**config.mk**
```make
export PLATFORM = sky130hd
export DESIGN_NAME = fetch_queue
export DESIGN_NICKNAME = d
export VERILOG_FILES = /design/src/rtl/mips_pkg.sv /design/src/rtl/fetch_queue_mem.sv /design/src/rtl/fetch_queue.sv
export SDC_FILE = /design/constraint.sdc
export NUM_CORES = 1
export LEC_CHECK = 0
export ABC_AREA = 1
export BUFFER_PORTS_ARGS = -buffer_cell sky130_fd_sc_hd__buf_2
export CAP_MARGIN = 10
export CORE_MARGIN = 4
export CORE_UTILIZATION = 50
export DETAILED_ROUTE_END_ITERATION = 8
export GPL_TIMING_DRIVEN = 0
export HOLD_SLACK_MARGIN = 0.05
export PLACE_DENSITY = 0.81
export SETUP_SLACK_MARGIN = 0.2
export SYNTH_ARGS = -nofsm -noshare
export SYNTH_HDL_FRONTEND = slang
export SYNTH_HIERARCHICAL = 1
export SYNTH_SLANG_ARGS = --single-unit
```
**constraint.sdc**
```tcl
create_clock -name clk -period 18.4 [get_ports clk]
set_clock_uncertainty 0.2 [all_clocks]
set_input_delay 1.84 -clock clk [delete_from_list [all_inputs] [get_ports clk]]
set_output_delay 1.84 -clock clk [all_outputs]
set_load 0.05 [all_outputs]
```
**src/rtl/mips_pkg.sv**
```systemverilog
// Shared MIPS front-end definitions: datapath width, fetch queue entry layout
// and default fetch queue depth.
package mips_pkg;

  localparam int DATA_W        = 32;
  localparam int FETCH_Q_DEPTH = 4;

  typedef struct packed {
    logic [DATA_W-1:0] pc;
    logic [DATA_W-1:0] instr;
  } fetch_entry_t;

endpackage

```
**src/rtl/fetch_queue_mem.sv**
```systemverilog
// Fetch queue storage: DEPTH x W register array with one synchronous write port
// and one asynchronous read port. Contents are deliberately not reset.
module fetch_queue_mem
  import mips_pkg::*;
#(
  parameter int DEPTH = FETCH_Q_DEPTH,
  parameter int W     = 2 * DATA_W
) (
  input  logic                     clk,
  input  logic                     we,
  input  logic [$clog2(DEPTH)-1:0] waddr,
  input  logic [W-1:0]             wdata,
  input  logic [$clog2(DEPTH)-1:0] raddr,
  output logic [W-1:0]             rdata
);

  logic [W-1:0] mem [DEPTH];

  always_ff @(posedge clk) begin
    if (we) mem[waddr] <= wdata;
  end

  assign rdata = mem[raddr];

endmodule

```
**src/rtl/fetch_queue.sv**
```systemverilog
// IF/ID prefetch FIFO of {pc, instr} pairs with valid/ready on both sides and flush.
// Define FETCH_QUEUE_BYPASS_EN for a zero-latency empty-queue pass-through path.
module fetch_queue
  import mips_pkg::*;
#(
  parameter int DEPTH  = FETCH_Q_DEPTH,
  parameter int DATA_W = mips_pkg::DATA_W
) (
  input  logic                   clk,
  input  logic                   rst,
  input  logic                   flush,
  input  logic                   in_valid,
  output logic                   in_ready,
  input  logic [DATA_W-1:0]      in_pc,
  input  logic [DATA_W-1:0]      in_instr,
  output logic                   out_valid,
  input  logic                   out_ready,
  output logic [DATA_W-1:0]      out_pc,
  output logic [DATA_W-1:0]      out_instr,
  output logic [$clog2(DEPTH):0] count,
  output logic                   full,
  output logic                   empty
);

  localparam int ADDR_W = $clog2(DEPTH);
  localparam int CW     = ADDR_W + 1;

  logic [ADDR_W-1:0]   wr_ptr;
  logic [ADDR_W-1:0]   rd_ptr;
  logic [2*DATA_W-1:0] rd_data;
  logic                push;
  logic                pop;
  logic                bypass;
  logic                push_q;
  logic                pop_q;
  logic                wr_en;

  assign empty    = (count == '0);
  assign full     = (count == CW'(DEPTH));
  assign in_ready = !full;
  assign push     = in_valid & in_ready;

`ifdef FETCH_QUEUE_BYPASS_EN
  assign bypass = empty & in_valid & !flush;
`else
  assign bypass = 1'b0;
`endif

  assign out_valid = !empty | bypass;
  assign pop       = out_valid & out_ready;

  // A bypassed word that decode takes immediately never enters storage.
  assign pop_q  = pop & !empty;
  assign push_q = push & !(bypass & out_ready);
  assign wr_en  = push_q & !flush;

  fetch_queue_mem #(
    .DEPTH (DEPTH),
    .W     (2 * DATA_W)
  ) u_mem (
    .clk   (clk),
    .we    (wr_en),
    .waddr (wr_ptr),
    .wdata ({in_pc, in_instr}),
    .raddr (rd_ptr),
    .rdata (rd_data)
  );

  always_comb begin
    out_pc    = '0;
    out_instr = '0;
    if (!empty) begin
      {out_pc, out_instr} = rd_data;
    end else if (bypass) begin
      out_pc    = in_pc;
      out_instr = in_instr;
    end
  end

  // Flush outranks push and pop; pointers wrap naturally at ADDR_W bits.
  always_ff @(posedge clk or posedge rst) begin
    if (rst) begin
      wr_ptr <= '0;
      rd_ptr <= '0;
      count  <= '0;
    end else if (flush) begin
      wr_ptr <= '0;
      rd_ptr <= '0;
      count  <= '0;
    end else begin
      if (push_q) wr_ptr <= wr_ptr + ADDR_W'(1);
      if (pop_q)  rd_ptr <= rd_ptr + ADDR_W'(1);
      case ({push_q, pop_q})
        2'b10:   count <= count + CW'(1);
        2'b01:   count <= count - CW'(1);
        default: count <= count;
      endcase
    end
  end

endmodule

```
==> impl_results.md, run 1 <==
* Critical Path Max Stage Delay at 490 ps
* Synthesis-to-finish area growth at 19.78%
* Antenna violations before repair at 2
* Setup CP Type: flip-flop to primary output
* CP Capture Type: primary output
* Final design utilization at 0.6149
* PortBufs at around 140
* Core Box Area at between 0.02 and 0.025 mm²
* DP HPWL at 18030 µm
* Largest net degree at the start of global routing at 15
* Hold path start: rd_ptr[1]$_DFFE_PP0P_
* DRT Pass-1 Iters at 5
* Slew headroom at 0.2657
* Clock power frac at 0.258
* Final setup vio count at 0
* Maxcap violations at 0
* Setup slack, reg-to-reg at about 16000 ps
* CP Launch Point: rd_ptr[1]$_DFFE_PP0P_
* Clock Root Buffer: clkbuf_16
* Tcrit/Tclk final at 0.2406
* Net Sw Frac at 0.4225
* GRT Total Usage at 0.2028
* Pwr dens at 148.4 mW/mm²
* CP startpoint kind: flip-flop
* CTS Sinks at approximately 260
* Slowest CP cell: clkbuf_1
* Fill cells at roughly 1800
* Placement Setup Slack at roughly 14000 ps
* Num rows at between 50 and 60
* Setup bufs post-CTS at 0
* Resize count post-CTS at 0
* Synthesized area at between 0.01 and 0.015 mm²
* Reg power frac at 0.339
* Clk slew on worst S/H paths at roughly 60 ps
* Register area share after synthesis at 0.6704
* Reg2Reg Capture Point: u_mem/mem[0][47]$_DFFE_PP_
* P_int at 1.204 mW
* Worst Max-Slew Pin Slew at 1095 ps
* Critical R2R Launch: count[0]$_DFFE_PP0P_
* Width of the die at 161.2 µm
* WL/cell at between 15 and 20 µm
* Synth Instances at 1201
* Syn_nets at 1271
* Worst Hold Depth at 2
* Fin area at between 0.01 and 0.015 mm²
* Critical path cell sequence: inv_2, clkbuf_1, nand3_1, nand2_1, inv_1, nor2_1, buf_2
* Final Max Tran Viols at 0
* Unrepaired setup endpoints after global routing: no
* Total gr overflow at 0
* Deepest clock path buffer count at 3
* First-pass GRT wire length at roughly 42000 µm
* Leakage power at between 6 and 7 nW
* WP data required at 16360 ps
* Number of global-route vias before repair at a little over 8000
* Max frequency at between 0.2 and 0.25 GHz
* Switch Pwr at 881.0 µW
* WL final at 26670 µm
* Hold WS at about 360 ps
* Latest clock arrival within the worst-skew pair at between 500 and 600 ps
* Hold WC Path Type: flip-flop to flip-flop
* Unique masters post-synth at 22
* Top-Level Pins at between 100 and 150
* Initial Util at 0.5134
* Nets at around 1500
* Antenna Nets Post-Route at 0
* Hold Path End: rd_ptr[1]$_DFFE_PP0P_
* Layout cells sized above 1 at 0.1900
* Vias at a little over 8000
* Commonest non-fill, non-tap cells in the layout: nand2_1 (332), inv_1 (331), edfxtp_1 (256), buf_2 (161), nand3_1 (132)
* Commonest non-fill, non-tap cell in the layout: nand2_1
* Setup_tns at 0 ps
* CP Max Fanout at 10
* Drt drc at 0
* FF/Latch Area at slightly below 0.008 mm²
* Ys Warns at 6
* Setup ws final at 13970 ps
* Tmin final at approximately 4400 ps
* Hold_buf cts at 0
* Worst endpoint data arrival time at 2390 ps
* Final hold violation count at 0
* Routability congestion estimate at 0.7781
* TritonCTS clock tree: done
* Vert. Die Dim at 161.2 µm
* H-Tree Depth at 1
* Yosys reg bits at approximately 260
* Multi-input gate area at ~0.0023 mm²
* Status: completed
* Total die area at approximately 0.026 mm²
* Mapped Avg Cell Area at 9.766 µm²
* Gate power share at 0.403
* Max rail drop VDD at 0.0001337 V
* Area after DPL at 0.01315 mm²
* Register-to-Register Path Depth at 8
* Iteration-0 DRC Markers at 555
* Number of CTS-inserted buffers at 27
* Vias/cell at between 4 and 5
## worst max path at each step
stage | endpoint | cells after the start | slack, ps
2_1_floorplan | u_mem/mem[1][0]$_DFFE_PP_ | 4 | 11220
3_3_place_gp | u_mem/mem[1][45]$_DFFE_PP_ | 5 | 7730
3_5_place_dp | u_mem/mem[0][47]$_DFFE_PP_ | 7 | 14350
4_1_cts | out_instr[27] | 7 | 13950
5_1_grt | out_instr[31] | 7 | 13850
6_report | out_instr[27] | 7 | 13970
## flip-flops by register name (all words and copies together), names as in the netlist
name,count
u_mem/mem,256
count,3
rd_ptr,2
wr_ptr,2
## power groups by stage
stage | combinational, mW | sequential (mW) | clock, mW
2_1_floorplan | 0.611 | 0.731 | 0
3_3_place_gp | 0.818 | 0.726 | 0
3_5_place_dp | 0.843 | 0.719 | 0
4_1_cts | 0.847 | 0.707 | 0.548
5_1_grt | 0.901 | 0.709 | 0.576
6_report | 0.840 | 0.707 | 0.538
## stage by stage
step                cells  power (mW)
floorplan            1201       1.342
global route         1730       2.186
finish               1731       2.085
detailed placement   1680       1.562
global placement     1653       1.544
CTS                  1729       2.102
## worst max-delay path, delay by kind of cell, from the launching register on
kind / cells / cell delay, ps
buffers and inverters: 4 / 1060
flip-flops: 1 / 410
AND/OR/NAND/NOR: 3 / 400
## cell type report
class / instances / area share
multi-input cells: 553 / 0.1662
clock buffers: 36 / 0.05477
well taps: 313 / 0.02788
repair buffers: 166 / 0.07196
clock inverters: 13 / 0.008728
plain buffers: 48 / 0.02040
inverters: 337 / 0.09004
diodes: 2 / 0.0003563
flip-flops and latches: 263 / 0.5597
## metal layers
| metal | part of all wire | vias up | track usage |
|---|---|---|---|
| li1 | - | 4055 | - |
| met3 | 0.072 | 44 | 0.03088 |
| met4 | 0.019 | 2 | 0.05584 |
| met5 | 0.00045 | - | 0 |
| met2 | 0.51 | 291 | 0.3659 |
| met1 | 0.40 | 3908 | 0.2562 |
## kinds of logic after synthesis
group / share of synthesized area
fa+ha+maj: 0.001707
buf+inv: 0.1323
simple gates: 0.1910
compound gates: 0.003948
flops: 0.6704
xor+xnor: 0.0007469
## cell usage after synthesis (all sizes together)
master / number / area [µm²]
dfrtp: 7 / 175.2
nor3: 4 / 20.02
xor2: 1 / 8.760
nor2: 68 / 262.8
a21oi: 5 / 36.29
inv: 336 / 1261
fa: 1 / 20.02
nand2: 337 / 1277
buf: 44 / 271.5
edfxtp: 256 / 7687
o21ai: 2 / 10.01
clkinv: 1 / 3.750
nand4: 3 / 18.77
clkbuf: 4 / 15.01
nand3: 132 / 660.6
Note: power is estimated with default switching activity, not from simulation.
==> run 2: changes to the inputs <==
clock period = 4.55 ns   (was 18.4 ns; I/O delays follow)
==> run 2 against run 1 <==
Against the previous run:
- register-to-register slack worse by 14000 ps
- power rose to 4.0 times the previous value
- core utilization up 2.8 points
- clock power rose to 3.7 times the previous value
- highest routed layer unchanged
- clock-buffer cell count up 1
- non-clock buffer count up 55
- die area unchanged
- largest cell class unchanged
- first-iteration DRC count up 11%
==> impl_results.md, run 2 (synthesized netlist as in run 1, its figures left out) <==
* Status: completed (unchanged)
* Nets at 1521 (was 1466)
* Slew headroom at 0.4457 (was 0.2657)
* Total gr overflow at 0 (unchanged)
* DRT Pass-1 Iters at 5 (unchanged)
* CTS Sinks at 263 (unchanged)
* WP data required at 3890 ps (was 16360 ps)
* TritonCTS clock tree: done (unchanged)
* Antenna violations before repair at 1 (was 2)
* Drt drc at 0 (unchanged)
* CP Capture Type: primary output (unchanged)
* Fin area at 0.01468 mm² (was 0.01405 mm²)
* Final setup vio count at 0 (unchanged)
* Width of the die at 161.2 µm (unchanged)
* Core Box Area at 0.02285 mm² (unchanged)
* Largest net degree at the start of global routing at 19 (was 15)
* Setup bufs post-CTS at 0 (unchanged)
* WL final at 26780 µm (was 26670 µm)
* PortBufs at 139 (unchanged)
* PnR Total Power at 8.313 mW (was 2.085 mW)
* Leakage power at 7.098 nW (was 6.883 nW)
* Tcrit/Tclk final at 0.6781
* Max rail drop VDD at 0.0006642 V (was 0.0001337 V)
* DP HPWL at 17300 µm (was 18030 µm)
* Number of CTS-inserted buffers at 27 (unchanged)
* Layout cells sized above 1 at 0.1677 (was 0.1900)
* Critical path cell sequence: inv_2, clkbuf_1, nand3_1, nand2_1, inv_1, nor2_1, buf_2 (unchanged)
* WL/cell at 15.04 µm (was 15.41 µm)
* Vias/cell at 4.771 (was 4.795)
* Final design utilization at 0.6424 (was 0.6149)
* Total die area at 0.02597 mm² (unchanged)
* CP Max Fanout at 10 (unchanged)
* Most flops, register: u_mem/mem (unchanged)
* Number of global-route vias before repair at 8476 (was 8291)
* Area after DPL at 0.01323 mm² (was 0.01315 mm²)
* Unrepaired setup endpoints after global routing: no (unchanged)
* Vias at 8492 (was 8300)
* Deepest clock path buffer count at 3 (unchanged)
* Final hold violation count at 0 (unchanged)
* GRT Total Usage at 0.2021 (was 0.2028)
* Largest regs: u_mem/mem: 256 flops, count: 3 flops (unchanged)
* Initial Util at 0.5134 (unchanged)
* Commonest non-fill, non-tap cell in the layout: nand2_1 (unchanged)
* Final Max Tran Viols at 0 (unchanged)
* Setup CP Type: flip-flop to primary output (unchanged)
* Setup slack, reg-to-reg at 1930 ps (was 15630 ps)
* Vert. Die Dim at 161.2 µm (unchanged)
* Tmin final at between 3000 and 4000 ps
* Hold WC Path Type: input pin to flip-flop (was flip-flop to flip-flop)
* Worst Max-Slew Pin Slew at 828.7 ps (was 1095 ps)
* Num rows at 55 (unchanged)
* Max frequency at 0.3241 GHz
* Synthesis-to-finish area growth at 25.14% (was 19.78%)
* First-pass GRT wire length at 42150 µm (was 41880 µm)
* Antenna Nets Post-Route at 0 (unchanged)
* Critical Path Max Stage Delay at 490 ps (about the same)
* Largest register FFs at 256 (unchanged)
* Latest clock arrival within the worst-skew pair at 520 ps (about the same)
* CP startpoint kind: flip-flop (unchanged)
* Clock Root Buffer: clkbuf_16 (unchanged)
* Pwr dens at 566.3 mW/mm² (was 148.4 mW/mm²)
* Commonest non-fill, non-tap cells in the layout: nand2_1 (332), inv_1 (331), edfxtp_1 (256), buf_2 (161), nand3_1 (132) (unchanged)
* Iteration-0 DRC Markers at 616 (was 555)
* H-Tree Depth at 1 (unchanged)
* Routability congestion estimate at 0.7737 (was 0.7781)
* Maxcap violations at 0 (unchanged)
* Worst endpoint data arrival time at 2430 ps (was 2390 ps)
* Antenna Cells at 0 (was 2)
* Top-Level Pins at 140 (unchanged)
* Clk slew on worst S/H paths at 60 ps (about the same)
* Slowest CP cell: clkbuf_1 (unchanged)
* Fill cells at 1719 (was 1849)
## run 2: changes by cell type in the layout (fill, tap and decap cells not counted), moves of 4 or more
cell / delta
dlygate4sd3_1: +66
buf_6: -22
nor3_4: +4
clkbuf_8: -5
clkbuf_1: +6
clkinv_2: -5
nor3_2: -4
buf_16: +10
## run 2: power by group
group	internal, mW	switching (mW)	total (mW)
Combinational	0.826	2.63	3.46
Clock	1.16	0.840	2.00
Sequential	2.80	0.0594	2.86
Total	4.78	3.53	8.31
## run 2: what timing repair did
item / in CTS / in global routing
hold endpoints to repair: 265 / 0
endpoints found under the setup margin: 0 / 0
hold buffers: 66 / 0
resized for setup: 0 / 0
## run 2: worst max-delay path, delay by kind of cell (launching register included)
family,cells,cell delay [ps]
buf+inv,4,1060
simple gates,3,430
flops,1,420
## run 2: metal layers
| metal | vias to the layer above | global-route usage | routed length [µm] |
|---|---|---|---|
| met1 | 3983 | 0.2586 | 10750 |
| met2 | 301 | 0.3611 | 13630 |
| li1 | 4163 | - | - |
| met4 | 2 | 0.04808 | 470 |
| met5 | - | 0 | 7 |
| met3 | 43 | 0.03547 | 1924 |
## run 2: per-stage QoR
stage	TNS [ps]	hold WS (ps)	setup slack, ps	cells
2_1_floorplan	0	58.40	14.93	1201
3_3_place_gp	-344990	205.8	-1434	1653
3_5_place_dp	0	220.3	1941	1669
4_1_cts	0	81.88	1435	1780
5_1_grt	0	117.3	1309	1780
6_report	0	120.1	1465	1780
## run 2: path summary, 6_finish.rpt
path                                       startpoint                    endpoint  cells after the start
worst min-delay path                         in_valid       wr_ptr[0]$_DFFE_PP0P_                      4
worst max-delay path            rd_ptr[1]$_DFFE_PP0P_               out_instr[30]                      7
max in group asynchronous                         rst       wr_ptr[0]$_DFFE_PP0P_                      3
worst min register to register  rd_ptr[0]$_DFFE_PP0P_       rd_ptr[0]$_DFFE_PP0P_                      1
min in group asynchronous                         rst        count[2]$_DFFE_PP0P_                      3
worst max register to register   count[0]$_DFFE_PP0P_  u_mem/mem[1][45]$_DFFE_PP_                      8
## run 2: layout make-up
cell class | instances | area (µm²) | share of cell area
multi-input cells | 553 | 2360 | 0.1608
inverters | 337 | 1265 | 0.08618
clock buffers | 37 | 723.2 | 0.04927
flip-flops and latches | 263 | 7863 | 0.5357
plain buffers | 48 | 286.5 | 0.01952
well taps | 313 | 391.6 | 0.02668
clock inverters | 8 | 67.56 | 0.004603
repair buffers | 221 | 1722 | 0.1173
